--- src/rtl/fetch_queue.sv ---
// fetch_queue: instruction buffer between fetch and decode.
//
// A DEPTH-entry circular queue that accepts up to WIDTH instructions per
// cycle from fetch, together with their branch-prediction metadata, and
// presents up to WIDTH of the oldest entries to decode. Each entry stores
// the GHR snapshot of the group it arrived in.
//
// Ports:
//   clk              rising-edge clock
//   rst              asynchronous active-low reset
//   flush            synchronous discard of all entries
//   enq_valid        per-lane valid from fetch (lane 0 oldest); only the
//                    contiguous valid prefix starting at lane 0 is accepted
//   enq_ready        room for a full WIDTH group (registered count only)
//   enq_inst/pred/branch/next_addr/target_addr  per-lane enqueue payload
//   enq_ghr          GHR snapshot shared by the whole enqueue group
//   deq_valid        per-lane valid towards decode
//   deq_ready        decode consumes every valid dequeue lane this cycle
//   deq_inst/pred/branch/next_addr/target_addr/ghr  per-lane dequeue payload
//   count            current occupancy
module fetch_queue #(
  parameter int WIDTH  = 2,
  parameter int DEPTH  = 8,
  parameter int INST_W = 32,
  parameter int ADDR_W = 8,
  parameter int GHR_W  = 5
) (
  input  logic                      clk,
  input  logic                      rst,
  input  logic                      flush,
  input  logic [WIDTH-1:0]          enq_valid,
  output logic                      enq_ready,
  input  logic [WIDTH*INST_W-1:0]   enq_inst,
  input  logic [WIDTH-1:0]          enq_pred,
  input  logic [WIDTH-1:0]          enq_branch,
  input  logic [WIDTH*ADDR_W-1:0]   enq_next_addr,
  input  logic [WIDTH*ADDR_W-1:0]   enq_target_addr,
  input  logic [GHR_W-1:0]          enq_ghr,
  output logic [WIDTH-1:0]          deq_valid,
  input  logic                      deq_ready,
  output logic [WIDTH*INST_W-1:0]   deq_inst,
  output logic [WIDTH-1:0]          deq_pred,
  output logic [WIDTH-1:0]          deq_branch,
  output logic [WIDTH*ADDR_W-1:0]   deq_next_addr,
  output logic [WIDTH*ADDR_W-1:0]   deq_target_addr,
  output logic [WIDTH*GHR_W-1:0]    deq_ghr,
  output logic [$clog2(DEPTH):0]    count
);

  localparam int PTR_W = $clog2(DEPTH);
  localparam int CNT_W = PTR_W + 1;

  logic [INST_W-1:0] inst_mem   [DEPTH];
  logic              pred_mem   [DEPTH];
  logic              branch_mem [DEPTH];
  logic [ADDR_W-1:0] next_mem   [DEPTH];
  logic [ADDR_W-1:0] target_mem [DEPTH];
  logic [GHR_W-1:0]  ghr_mem    [DEPTH];

  logic [PTR_W-1:0] head;
  logic [PTR_W-1:0] tail;
  logic [CNT_W-1:0] count_q;

  logic [CNT_W-1:0] enq_k;     // length of the valid prefix of enq_valid
  logic [CNT_W-1:0] deq_d;     // number of lanes shown to decode
  logic             enq_fire;
  logic             deq_fire;
  logic [PTR_W-1:0] wr_idx [WIDTH];
  logic [PTR_W-1:0] rd_idx [WIDTH];

  assign count     = count_q;
  assign enq_ready = (count_q <= CNT_W'(DEPTH - WIDTH));

  // Lanes after the first cleared valid bit are squashed by fetch, so only
  // the leading run of ones counts.
  always_comb begin
    logic stop;
    enq_k = '0;
    stop  = 1'b0;
    for (int i = 0; i < WIDTH; i++) begin
      if (!stop && enq_valid[i]) enq_k = enq_k + CNT_W'(1);
      else                       stop  = 1'b1;
    end
  end

  assign deq_d    = (count_q < CNT_W'(WIDTH)) ? count_q : CNT_W'(WIDTH);
  assign enq_fire = !flush && enq_ready && (enq_k != '0);
  assign deq_fire = !flush && deq_ready && (deq_d != '0);

  always_comb begin
    for (int i = 0; i < WIDTH; i++) begin
      wr_idx[i] = tail + PTR_W'(i);
      rd_idx[i] = head + PTR_W'(i);
    end
  end

  // Pointer and occupancy state. Enqueue uses the pre-dequeue count, so the
  // simultaneous case simply adds and subtracts.
  always_ff @(posedge clk or negedge rst) begin
    if (!rst) begin
      head    <= '0;
      tail    <= '0;
      count_q <= '0;
    end else if (flush) begin
      head    <= '0;
      tail    <= '0;
      count_q <= '0;
    end else begin
      if (enq_fire) tail <= tail + PTR_W'(enq_k);
      if (deq_fire) head <= head + PTR_W'(deq_d);
      count_q <= count_q + (enq_fire ? enq_k : '0) - (deq_fire ? deq_d : '0);
    end
  end

  // Storage: accepted lanes land compacted at tail, tail+1, ...
  always_ff @(posedge clk or negedge rst) begin
    if (!rst) begin
      for (int e = 0; e < DEPTH; e++) begin
        inst_mem[e]   <= '0;
        pred_mem[e]   <= 1'b0;
        branch_mem[e] <= 1'b0;
        next_mem[e]   <= '0;
        target_mem[e] <= '0;
        ghr_mem[e]    <= '0;
      end
    end else if (enq_fire) begin
      for (int i = 0; i < WIDTH; i++) begin
        if (CNT_W'(i) < enq_k) begin
          inst_mem[wr_idx[i]]   <= enq_inst[i*INST_W +: INST_W];
          pred_mem[wr_idx[i]]   <= enq_pred[i];
          branch_mem[wr_idx[i]] <= enq_branch[i];
          next_mem[wr_idx[i]]   <= enq_next_addr[i*ADDR_W +: ADDR_W];
          target_mem[wr_idx[i]] <= enq_target_addr[i*ADDR_W +: ADDR_W];
          ghr_mem[wr_idx[i]]    <= enq_ghr;
        end
      end
    end
  end

  // Dequeue view: combinational from storage; lanes beyond the occupancy
  // are forced to zero so stale storage never leaks after a flush.
  always_comb begin
    deq_valid       = '0;
    deq_inst        = '0;
    deq_pred        = '0;
    deq_branch      = '0;
    deq_next_addr   = '0;
    deq_target_addr = '0;
    deq_ghr         = '0;
    for (int j = 0; j < WIDTH; j++) begin
      if (CNT_W'(j) < count_q) begin
        deq_valid[j]                      = 1'b1;
        deq_inst[j*INST_W +: INST_W]      = inst_mem[rd_idx[j]];
        deq_pred[j]                       = pred_mem[rd_idx[j]];
        deq_branch[j]                     = branch_mem[rd_idx[j]];
        deq_next_addr[j*ADDR_W +: ADDR_W] = next_mem[rd_idx[j]];
        deq_target_addr[j*ADDR_W +: ADDR_W] = target_mem[rd_idx[j]];
        deq_ghr[j*GHR_W +: GHR_W]         = ghr_mem[rd_idx[j]];
      end
    end
  end

endmodule

--- config.mk ---
export PLATFORM = sky130hd
export DESIGN_NAME = fetch_queue
export DESIGN_NICKNAME = d
export VERILOG_FILES = /design/src/rtl/fetch_queue.sv
export SDC_FILE = /design/constraint.sdc
export NUM_CORES = 1
export LEC_CHECK = 0
export BUFFER_PORTS_ARGS = -buffer_cell sky130_fd_sc_hd__buf_2
export CAP_MARGIN = 25
export CELL_PAD_IN_SITES_DETAIL_PLACEMENT = 0
export CELL_PAD_IN_SITES_GLOBAL_PLACEMENT = 1
export CORE_MARGIN = 2
export CORE_UTILIZATION = 46
export DETAILED_ROUTE_END_ITERATION = 12
export PLACE_DENSITY = 0.79
export SLEW_MARGIN = 10
export SYNTH_ARGS = -nofsm -noshare
export SYNTH_HDL_FRONTEND = slang
export SYNTH_SLANG_ARGS = --single-unit
--- constraint.sdc ---
create_clock -name clk -period 2.7 [get_ports clk]
set_input_delay 0.135 -clock clk [delete_from_list [all_inputs] [get_ports clk]]
set_output_delay 0.135 -clock clk [all_outputs]
set_load 0.05 [all_outputs]
==> results of run 1 <==
worst max-delay path, delay by kind of cell, from the launching register on:
| family | cells | cell delay (ns) |
|---|---|---|
| AOI/OAI and AO/OA | 1 | 0.07 |
| adders and majority gates | 1 | 0.35 |
| buffers and inverters | 3 | 0.54 |
| DFF | 1 | 0.51 |
| muxes | 1 | 0.51 |
| and+or+nand+nor | 1 | 0.09 |
kinds of logic (layout without fill, tap and decap cells):
logic type               after synthesis  count (layout)  share of synthesized area [%]
multiplexers                        1116            1116                          52.32
other                                  0               2                              0
AND/OR/NAND/NOR                      214             214                          3.051
AO/OA/AOI/OAI                         78              78                          1.569
buffers and inverters                183             590                          2.815
adder cells (fa/ha/maj)               14              14                         0.7170
flip-flops                           450             450                          39.34
XOR/XNOR                               6               6                         0.1836
worst paths after layout:
path                                        endpoint  slack (ns)  depth (start not counted)
max in group asynchronous  inst_mem[156]$_DFFE_PN0N_        1.69                          3
hold reg to reg             inst_mem[87]$_DFFE_PN0N_        0.51                          1
setup / recovery                        deq_inst[62]       -0.13                          7
min in group asynchronous   next_mem[25]$_DFFE_PN0N_        0.08                          2
setup reg to reg           inst_mem[192]$_DFFE_PN0N_        0.08                          5
hold / removal             inst_mem[222]$_DFFE_PN0N_        0.04                          3
power groups by stage:
stage          clock, W  sequential (W)  combinational [W]
2_1_floorplan         0         0.00936             0.0119
4_1_cts         0.00782         0.00973             0.0190
3_5_place_dp          0         0.00984             0.0161
6_report        0.00771         0.00980             0.0199
3_3_place_gp          0         0.00965             0.0160
5_1_grt         0.00810         0.00999             0.0207
layer usage:
| layer | up-vias | GRT usage [%] |
|---|---|---|
| li1 | 8608 | - |
| met1 | 11020 | 40.61 |
| met2 | 1041 | 48.09 |
| met3 | 207 | 6.260 |
| met4 | 6 | 10.11 |
| met5 | - | 0 |
area by class of cell:
cell class                 instances  area (um^2)
fill                            4760        25010
multi-input combinational       1428        17170
sequential                       450        11270
timing repair buffer             479         5171
clock buffer                      73         1513
tap                              837         1047
clock inverter                    23        345.3
inverter                          15        57.56
antenna                            2        5.005
metrics by stage:
step,hold slack [ns],instance area (um^2),instances
2_1_floorplan,-0.1606,28820,2061
3_3_place_gp,0.1542,31520,3038
3_5_place_dp,0.1579,31520,3038
4_1_cts,0.008565,36010,3286
5_1_grt,0.02781,36580,3306
6_report,0.03721,36580,3307
state kept, by name, summed over array words and instances (netlist names):
name	count
branch_mem	8
count	4
ghr_mem	40
head	3
inst_mem	256
next_mem	64
pred_mem	8
tail	3
target_mem	64
layout by cell type, fill, tap and decap left out, drive strengths merged, types with 8 or more instances in the layout:
cell         synthesis  routed
ha                  10      10
dlygate4sd3          0     107
nand2              119     119
dfrtp              450     450
mux4               220     220
clkbuf             101      85
nor2                68      68
inv                 15      16
nand2b               8       8
mux2i               56      56
a21oi               61      61
buf                 67     358
o21ai                8       8
clkinv               0      14
mux2               840     840
bufinv               0       8
timing repair:
action	4_1_cts	5_1_grt
hold buffers	107	0
pin swaps	13	19
gates resized for setup	207	91
cloned	23	10
buffers inserted	23	9
endpoints found under the hold margin	517	0
setup endpoints to repair	104	111
==> impl_metrics.csv, run 1 <==
group,metric,value,unit
run_status,status,"finished with violations",
run_status,violations,"setup timing",
power,cellPowerDensity,1022,mW/mm^2
synthesis,synth_area_per_cell,13.89,um^2
timing,fin_tns_setup,-3.188,ns
detailed_routing,drt_first_pass_iters,5,
final_layout,drive_above_1_share,65.32,%
global_route,antenna_found_initial,4,
timing,worst_pin_slew,0.7123,ns
die,die_area,0.06423,mm^2
worst_setup_path,cp.required,2.57,ns
synthesis,syn_area,0.02862,mm^2
worst_setup_path,arrival,2.70,ns
cts,root_buffer,"clkbuf_16",
cts,clkLatencyLatePin,0.63,ns
cts,numCtsBuffers,53,
synthesis,syn-num-nets,2186,
place,portBuffers,227,
synthesis,netlist.area_leader.share,39.34,%
synthesis,yosysTopAreaCell,"dfrtp_1",
synthesis,synth_area_leaders,"dfrtp_1 (39%), mux2_2 (31%), mux4_2 (17%)",
detailed_routing,vias_per_cell,6.314,
detailed_routing,drtIter0Drc,1709,
cts,h-tree-depth,2,
timing,max_freq,353.1,MHz
die,die_h,253.4,um
timing,layout_setup_ws,-0.1320,ns
timing,finalMaxSlewViolations,0,
timing,relSlewSlack,52.51,%
worst_setup_path,start_kind,"flip-flop",
worst_setup_path,path_class,"reg2out",
timing,fin_crit,2.832,ns
place,pre_cts_slack,-0.06937,ns
detailed_routing,drt-met1-wl,39060,um
synthesis,netlist-cell-type-count,38,
detailed_routing,drc,0,
detailed_routing,dr_wl_met3,8377,um
synthesis,ys_top_cells_by_count,"mux2_2 (785), dfrtp_1 (450), mux4_2 (220)",
power,power_frac_seq,26.2,%
power,p_switching,0.01548,W
worst_setup_path,startpoint,"head[1]$_DFFE_PN0P_",
synthesis,ys_seq_elements,450,
die,die_w,253.4,um
worst_setup_path,max_stage_delay,0.51,ns
power,total_power,0.03738,W
power,pwr-share-comb,53.2,%
global_route,grt_max_degree,73,
worst_setup_path,worst_path_max_delay_cell,"dfrtp_4",
cts,path_clk_slew,0.06,ns
synthesis,synth_edf_count,0,
worst_setup_path,cp_max_fo,7,
synthesis,synth_most_common_cell,"mux2_2",
final_layout,final_nets,2552,
hold_path,hp-class,"in2reg",
global_route,grt_pass1_vias,22290,
detailed_routing,wl_per_cell,29.14,um
flow_run,max_cap_viol_count,0,
global_route,overflow,0,
global_route,grt_pass1_wl,143600,um
die,row_count,91,
worst_setup_path,crit_path_end_kind,"output pin",
synthesis,ys_seq_area_share,39.34,%
detailed_routing,dr_total_vias,20880,
cts,clk_path_buf_depth,3,
detailed_routing,wl_met2,45800,um
final_layout,area_growth,27.82,%
timing,setup_violations,40,
die,core-area,0.06160,mm^2
final_layout,fin_util,59.39,%
detailed_routing,highest_layer,"met5",
power,ir_drop,0.9131,mV
timing,finalCritPeriodShare,104.9,%
timing,finClkSkew,0.02757,ns
timing,hold_violations,0,
worst_setup_path,r2r_start,"tail[0]$_DFFE_PN0P_",
global_route,grt_util_all_layers,29.99,%
detailed_routing,wl,96380,um
power,clkPwrFrac,20.6,%
power,leakagePower,15.52,nW
cts,clkSinkCount,450,
place,hpwlAfterDp,52460,um
die,num_io_pins,228,
hold_path,holdCritStartpoint,"enq_inst[30]",
power,swShare,41.40,%
worst_setup_path,worstPathCellList,"ha_4, buf_4, clkbuf_16, mux4_2, nand2_2, a21oi_2, buf_6",
detailed_routing,ant_nets,0,
synthesis,synthesis.instances,2061,
timing,rsz0062_at_grt,"true",
die,start_util,46.46,%
synthesis,ys_warn_count,0,
power,internal_power,0.02190,W
synthesis,async_reset_ff_share,100.0,%
place,gp_congestion,0.8253,
synthesis,synth_top_flop_cell,"dfrtp_1",
cts,cts_tree,"built",
Note: power is estimated with default switching activity, not from simulation.
==> run 2: changes to the inputs <==
HOLD_SLACK_MARGIN = 0.05   (was not set)
RECOVER_POWER = 100   (was not set)
==> impl_metrics.csv, run 2 (synthesized netlist as in run 1, its figures left out) <==
group,metric,value,unit
die,core-area,0.06160,mm^2
detailed_routing,dr_total_vias,20920,
timing,hold_violations,0,
worst_setup_path,cp.required,2.57,ns
detailed_routing,vias_per_cell,6.327,
run_status,violations,"capacitance limit, slew limit, setup timing",
detailed_routing,wl_per_cell,29.16,um
worst_setup_path,path_class,"reg2out",
cts,root_buffer,"clkbuf_16",
power,p_switching,0.01546,W
detailed_routing,drc,0,
die,row_count,91,
worst_setup_path,cp_num_buf_inv,3,
timing,finalMaxSlewViolations,68,
worst_setup_path,start_kind,"flip-flop",
place,gp_congestion,0.8253,
global_route,overflow,0,
final_layout,area_growth,27.28,%
final_layout,drive_above_1_share,65.01,%
timing,rsz0062_at_grt,"true",
power,clkPwrFrac,20.6,%
worst_setup_path,worst_path_max_delay_cell,"mux4_2",
worst_setup_path,arrival,2.69,ns
cts,clkLatencyLatePin,0.62,ns
cts,h-tree-depth,2,
final_layout,final_nets,2553,
run_status,status,"finished with violations",
hold_path,hp-class,"in2reg",
global_route,grt_pass1_vias,22260,
final_layout,largest_reg_flops,256,
die,num_io_pins,228,
global_route,grt_pass1_wl,143600,um
flow_run,max_cap_viol_count,1,
power,ir_drop,0.9152,mV
worst_setup_path,worstPathCellList,"ha_4, buf_12, buf_16, mux4_2, nand2_2, a21oi_4, buf_6",
cts,cts_tree,"built",
detailed_routing,drtIter0Drc,1828,
final_layout,top_register,"inst_mem",
die,die_h,253.4,um
timing,max_freq,353.6,MHz
timing,setup_violations,38,
detailed_routing,ant_nets,0,
timing,relSlewSlack,-28.90,%
power,internal_power,0.02185,W
power,pwr-share-comb,53.1,%
detailed_routing,wl,96430,um
final_layout,layout_commonest_cell,"mux2_2",
detailed_routing,drt_first_pass_iters,5,
timing,finalCritPeriodShare,104.7,%
die,die_area,0.06423,mm^2
cts,path_clk_slew,0.06,ns
cts,clk_path_buf_depth,3,
timing,fin_crit,2.828,ns
final_layout,stdcell_area,0.03643,mm^2
cts,numCtsBuffers,53,
power,cellPowerDensity,1024,mW/mm^2
power,leakagePower,15.44,nW
global_route,grt_util_all_layers,29.99,%
place,portBuffers,227,
timing,layout_setup_ws,-0.1280,ns
final_layout,final_cell_mix,"mux2_2 (785), dfrtp_1 (445), mux4_2 (220)",
cts,clkSinkCount,450,
die,start_util,46.46,%
place,dpl_cell_area,0.03152,mm^2
global_route,antenna_found_initial,4,
timing,finClkSkew,0.02627,ns
timing,worst_pin_slew,1.934,ns
place,hpwlAfterDp,52460,um
global_route,grt_max_degree,73,
worst_setup_path,max_stage_delay,0.52,ns
worst_setup_path,crit_path_end_kind,"output pin",
power,power_frac_seq,26.3,%
final_layout,fin_cells,3307,
worst_setup_path,critical_path.top_delay_family,"multiplexers",
power,swShare,41.45,%
timing,fin_tns_setup,-3.063,ns
place,dp.cells,3038,
worst_setup_path,cp_max_fo,7,
final_layout,top_regs,"inst_mem (256), next_mem (64), target_mem (64)",
die,die_w,253.4,um
power,total_power,0.03731,W
-- run 2: worst register-to-register path, stage by stage, from the launching register on --
cell,delay [ns]
dfrtp_2,0.36
clkbuf_1,0.24
nand2b_1,0.18
a2111oi_4,0.42
buf_6,0.15
nand2b_1,0.05
ha_1,0.27
inv_1,0.04
ha_1,0.21
fa_2,0.39
xnor2_1,0.20
nor2_1,0.07
-- run 2: through the flow --
stage               util, %  hold WS [ns]  setup slack (ns)
finish                59.14        0.1487           -0.1280
global route          59.14        0.1686           -0.1787
CTS                   58.49       0.09367           -0.1338
detailed placement    51.17        0.1579          -0.06937
global placement      51.17        0.1542          -0.05075
floorplan                 -       -0.1606           -0.3303
-- run 2: layout make-up --
cell class	count	area, um^2
Tap cell	837	1047
Sequential cell	450	11270
Clock inverter	23	345.3
Clock buffer	73	1513
Antenna cell	1	2.502
Fill cell	4792	25170
Multi-Input combinational cell	1428	17160
Timing Repair Buffer	480	5032
Inverter	15	57.56
-- run 2: worst paths after layout --
check | start | to | slack [ns] | cells after the start
max | head[1]$_DFFE_PN0P_ | deq_inst[50] | -0.13 | 7
min | deq_ready | head[1]$_DFFE_PN0P_ | 0.15 | 5
max reg2reg | count[2]$_DFF_PN0_ | count[2]$_DFF_PN0_ | 0.01 | 11
min reg2reg | ghr_mem[33]$_DFFE_PN0N_ | ghr_mem[33]$_DFFE_PN0N_ | 0.52 | 1
max in group asynchronous | rst | inst_mem[169]$_DFFE_PN0N_ | 0.32 | 3
min in group asynchronous | rst | next_mem[25]$_DFFE_PN0N_ | 0.58 | 2
-- run 2: power by group through the flow --
stage               logic [W]  clock network (W)  registers [W]
finish                 0.0198            0.00770        0.00980
global route           0.0206            0.00810        0.00999
CTS                    0.0190            0.00782        0.00973
detailed placement     0.0161                  0        0.00984
global placement       0.0160                  0        0.00965
floorplan              0.0119                  0        0.00936
-- run 2: layer usage --
layer / vias up / share of wire [%] / GRT usage [%]
li1: 8613 / - / -
met1: 11120 / 41 / 40.59
met2: 996 / 48 / 47.98
met3: 187 / 8.2 / 6.322
met4: 6 / 3.0 / 10.31
met5: - / 0.035 / 0
-- run 2: what timing repair did --
item | in CTS | in global routing
gates resized for setup | 207 | 93
buffers inserted | 23 | 9
hold buffers | 109 | 0
endpoints found under the setup margin | 104 | 111
cloned | 23 | 9
pin swaps | 13 | 20
hold endpoints to repair | 703 | 0
